==> config.mk <==
export PLATFORM = sky130hd
export DESIGN_NAME = alm_div8
export DESIGN_NICKNAME = d
export VERILOG_FILES = /design/src/rtl/alm_div8.sv
export SDC_FILE = /design/constraint.sdc
export NUM_CORES = 1
export LEC_CHECK = 0
export BUFFER_PORTS_ARGS = -buffer_cell sky130_fd_sc_hd__clkbuf_2
export CAP_MARGIN = 20
export CORE_MARGIN = 1.5
export CORE_UTILIZATION = 25
export DETAILED_ROUTE_END_ITERATION = 12
export GPL_ROUTABILITY_DRIVEN = 1
export PLACE_DENSITY_LB_ADDON = 0.1
export SLEW_MARGIN = 0
export SYNTH_ARGS = -nofsm -noshare
export SYNTH_HDL_FRONTEND = slang
export SYNTH_SLANG_ARGS = --single-unit
==> constraint.sdc <==
create_clock -name clk_i -period 6.5 [get_ports clk_i]
set_input_delay 0.325 -clock clk_i [delete_from_list [all_inputs] [get_ports clk_i]]
set_output_delay 0.325 -clock clk_i [all_outputs]
set_load 0.1 [all_outputs]
==> src/rtl/alm_div8.sv <==
// Three-stage approximate logarithmic divider: 8-bit signed operands, 8.8 magnitude with one's-complement sign.
// Optional build macro ALM_DIV_ROUND_EN selects round-to-nearest on the antilog right-shift path.
module alm_div8 (
    input  logic        clk_i,
    input  logic        rst_ni,
    input  logic        in_valid_i,
    output logic        in_ready_o,
    input  logic [7:0]  a_i,
    input  logic [7:0]  b_i,
    output logic        out_valid_o,
    input  logic        out_ready_i,
    output logic [16:0] q_o,
    output logic        dz_o
);

    function automatic logic [5:0] log_enc(input logic [7:0] v);
        logic [2:0] k;
        logic [2:0] f;
        k = '0;
        for (int i = 0; i < 8; i++) begin
            if (v[i]) k = 3'(i);
        end
        f = 3'((v << (3'd7 - k)) >> 4);
        return {k, f};
    endfunction

    logic        s1_v_q, s2_v_q, s3_v_q;
    logic        ld1, ld2, ld3;

    logic [7:0]  a_abs, b_abs;
    logic [5:0]  s1_la_q, s1_lb_q, s1_la_d, s1_lb_d;
    logic        s1_sign_q, s1_az_q, s1_bz_q;

    logic [6:0]  s2_d_q, s2_d_d;
    logic        s2_sign_q, s2_az_q, s2_bz_q;

    logic [16:0] s3_q_q, s3_q_d;
    logic        s3_dz_q, s3_dz_d;

    logic [3:0]  mant;
    logic signed [4:0] shamt;
    logic [1:0]  rsh;
    logic [15:0] mag;

    // Ready ripples backwards from the output so a full pipe can accept and drain together.
    assign ld3        = !s3_v_q || out_ready_i;
    assign ld2        = !s2_v_q || ld3;
    assign ld1        = !s1_v_q || ld2;
    assign in_ready_o = ld1;

    assign a_abs   = a_i ^ {8{a_i[7]}};
    assign b_abs   = b_i ^ {8{b_i[7]}};
    assign s1_la_d = log_enc(a_abs);
    assign s1_lb_d = log_enc(b_abs);
    assign s2_d_d  = {1'b0, s1_la_q} - {1'b0, s1_lb_q};

    always_comb begin
        mant   = {1'b1, s2_d_q[2:0]};
        shamt  = $signed({s2_d_q[6], s2_d_q[6:3]}) + 5'sd5;
        rsh    = 2'(-shamt);
        mag    = '0;
        s3_q_d = '0;
        s3_dz_d = 1'b0;
        if (!shamt[4]) begin
            mag = 16'(mant) << shamt[3:0];
        end else begin
`ifdef ALM_DIV_ROUND_EN
            mag = 16'((5'(mant) + (5'd1 << (rsh - 2'd1))) >> rsh);
`else
            mag = 16'(mant >> rsh);
`endif
        end
        if (s2_bz_q) begin
            s3_dz_d = 1'b1;
            s3_q_d  = {17{s2_sign_q}} ^ {1'b0, 16'hFFFF};
        end else if (s2_az_q) begin
            s3_q_d  = '0;
        end else begin
            s3_q_d  = {17{s2_sign_q}} ^ {1'b0, mag};
        end
    end

    always_ff @(posedge clk_i or negedge rst_ni) begin
        if (!rst_ni) begin
            s1_v_q    <= 1'b0;
            s1_la_q   <= '0;
            s1_lb_q   <= '0;
            s1_sign_q <= 1'b0;
            s1_az_q   <= 1'b0;
            s1_bz_q   <= 1'b0;
            s2_v_q    <= 1'b0;
            s2_d_q    <= '0;
            s2_sign_q <= 1'b0;
            s2_az_q   <= 1'b0;
            s2_bz_q   <= 1'b0;
            s3_v_q    <= 1'b0;
            s3_q_q    <= '0;
            s3_dz_q   <= 1'b0;
        end else begin
            if (ld1) begin
                s1_v_q    <= in_valid_i;
                s1_la_q   <= s1_la_d;
                s1_lb_q   <= s1_lb_d;
                s1_sign_q <= a_i[7] ^ b_i[7];
                s1_az_q   <= (a_abs == 8'd0);
                s1_bz_q   <= (b_abs == 8'd0);
            end
            if (ld2) begin
                s2_v_q    <= s1_v_q;
                s2_d_q    <= s2_d_d;
                s2_sign_q <= s1_sign_q;
                s2_az_q   <= s1_az_q;
                s2_bz_q   <= s1_bz_q;
            end
            if (ld3) begin
                s3_v_q    <= s2_v_q;
                s3_q_q    <= s3_q_d;
                s3_dz_q   <= s3_dz_d;
            end
        end
    end

    assign out_valid_o = s3_v_q;
    assign q_o         = s3_q_q;
    assign dz_o        = s3_dz_q;

endmodule

==> results by group <==
Run status
  – Result of the run: finished, final reports clean

Synthesis
  – Gate Count Post-Synth: 449
  – Largest area contributor in the netlist: dfrtp_1
  – Synth cell types: 73
  – Post-Syn Area per Cell: 7.95 um^2
  – YS warnings: 0
  – Syn nets: approximately 480
  – Synth Flop Type: dfrtp_1
  – Ranking of synthesized cells by area: dfrtp_1, nand2_1, a21oi_1
  – Seq cells post-synth: 46
  – Post-synth ARST share: 1.00
  – EDFF count, synth: 0
  – Synth top area share: 0.323
  – Netlist Area Pre-Place: 3570 um^2
  – Post-synthesis sequential area ratio: 0.323

Global route
  – Largest net degree at the start of global routing: 47
  – Vias in the first global route: 3119
  – Final global-route overflow total: 0
  – First-pass GRT wire length: 15.9 mm
  – Initial antenna violation count: 0
  – Total GRT Usage: 0.133

Clock network
  – Resize count post-CTS: 0
  – H-Tree Depth: 2
  – CTS root buf: clkbuf_16
  – Post-CTS setup buffer count: 0
  – Clock slew at reported path FFs: 0.07 ns
  – Post-CTS Hold Buffers: 0
  – Total clock buffers created by CTS: 5
  – CTS tree: yes
  – Clock Latency Late Sink: about 0.29 ns
  – Clock Sinks: 46
  – CTS max path bufs: 2

Final layout
  – Layout overhead on the synthesized area: 12.3%
  – Post-layout net count: 495
  – Share of layout cells above drive strength 1: 0.152
  – # diodes: 0
  – Highest-count cells in the layout ignoring fill and taps: nand2_1, dfrtp_1, a21oi_1
  – Finished Cell Area: between 4000 and 5000 um^2
  – Commonest non-fill, non-tap cell in the layout: nand2_1

Routing
  – DR vias/cell: 5.08
  – Via count: about 3300
  – WL per Instance: around 15 um
  – Final ANT Viol Nets: 0
  – DR iter-0 viols: 153
  – Drt drc: 0
  – Routed wire length: 9.52 mm
  – Drt first pass iters: 5

Timing
  – Worst-margin pin slew: 0.640 ns
  – Fin crit period: 2.92 ns
  – Clock Skew: 0.00897 ns
  – Unrepaired setup endpoints after global routing: false
  – Endpoints failing hold: 0
  – Final TNS setup: 0 ns
  – Final setup viols: 0
  – Highest clock rate: 343 MHz
  – Fin crit share: 0.449
  – Max-slew violations: 0
  – Rel. slew slack: 0.573

Power and ir drop
  – Leak Pwr: 1.70 nW
  – Pwr dens: 471 nW/um^2
  – IR drop worst, VDD: 0.163 mV

Floorplanning
  – Initial core utilization: 0.257
  – I/O pins: 40
  – Rows: 43
  – Die ar.: 15000 um^2
  – Core area: between 10000 and 15000 um^2
  – Die W: around 120 um
  – Die Y: 122 um

Place
  – RD Place Congestion: 0.830
  – Area after DPL: 3860 um^2
  – Hpwl dp: ~7 mm
  – Port Buffers: 39

Setup path
  – R2r setup slk: 3.68 ns
  – Top delay family on crit path: buffers and inverters
  – CP Capture Type: primary output
  – Crit Reg-Reg Startpoint: s2_d_q[3]
  – Slowest-stage cell, CP: clkinv_1
  – Worst path max stage delay: roughly 0.56 ns
  – R2r endpoint: q_o[3]
  – Worst-path maximum fanout: 17
  – R2R depth: 8
  – Setup crit start kind: flop
  – CP cell instances: nor2b_1 > buf_4 > and3_1 > clkinv_1 > clkbuf_2
  – Crit path required time: 6.17 ns
  – Worst setup path class: flop to primary output
  – Critical path data arrival time: approximately 2.6 ns
  – CP Buf/Inv Count: 3

Flow run
  – Max_cap viols: 0

Worst hold path
  – Worst min path class: input pin to async pin
## logic make-up after synthesis
group	Yosys count	synth area share
compound gates	146	0.270
xor+xnor	7	0.0214
fa+ha+maj	10	0.0372
buf+inv	55	0.0652
flops	46	0.323
mux	16	0.0512
simple gates	169	0.232
## stage by stage
step	power, mW	instances	hold slack [ns]	setup WS (ns)	util
after floorplan	1.42	449	0.0294	3.61	-
after global placement	1.63	638	0.441	3.78	0.278
after detailed placement	1.63	638	0.442	3.70	0.278
after CTS	1.91	646	0.172	3.52	0.289
after global routing	2.04	646	0.209	3.34	0.289
final	1.89	646	0.115	3.58	0.289
## synth_stat cells, types with 4 or more instances
library cell	n
nand2_1	55
dfrtp_1	46
a21oi_1	40
nor2_1	39
o21ai_0	23
clkbuf_1	21
inv_1	19
nand2b_1	15
nor3_1	14
a31oi_1	11
mux2i_1	10
buf_2	9
ha_1	9
nand3_1	9
nor2b_1	9
o211ai_1	7
o31ai_1	7
o21bai_1	6
a2bb2oi_1	4
and3_1	4
mux2_2	4
o21a_1	4
o21ai_1	4
o22ai_1	4
## power by group
group	switching [mW]	internal (mW)
Clock	0.112	0.153
Combinational	0.812	0.336
Sequential	0.102	0.372
## worst register-to-register path: stages, from the launching register on
cell and delay [ns]:
dfrtp_1 0.75, inv_2 0.15, ha_1 0.50, mux2i_1 0.17
mux2_2 0.36, o31a_1 0.26, o22ai_1 0.18, mux2i_1 0.22
o211ai_1 0.11
## area by class of cell
type                            instances  area (um^2)
Tap cell                              180          225
Fill cell                            1547         9870
Timing Repair Buffer                   42          218
Clock buffer                            7          143
Inverter                               22         82.6
Clock inverter                          1         5.00
Sequential cell                        46         1150
Multi-Input combinational cell        348         2180
## state kept, by name, indices dropped and copies added, names as in the netlist, 6 cells and up
| register | flops |
|---|---|
| q_o | 17 |
| s2_d_q | 7 |
| s1_la_q | 6 |
| s1_lb_q | 6 |
## layer usage
metal  part of all wire  routed length [um]  global-route usage  vias to the layer above
met5                  0                   0                   0                        -
met4              0.017                 163              0.0392                        0
met3              0.030                 290              0.0228                       11
met2               0.48                4590               0.228                       67
met1               0.47                4480               0.172                     1554
li1                   -                   -                   -                     1648
## worst max path at each step
stage	start	end	slack, ns	cells past startpoint
final	out_valid_o	in_ready_o	3.58	5
after global routing	out_valid_o	in_ready_o	3.34	5
after CTS	out_valid_o	in_ready_o	3.52	5
after detailed placement	s2_d_q[3]	q_o[3]	3.70	8
after global placement	out_ready_i	in_ready_o	3.78	6
after floorplan	out_valid_o	s1_la_q[3]	3.61	7
Power figures use the tool's default switching activity.
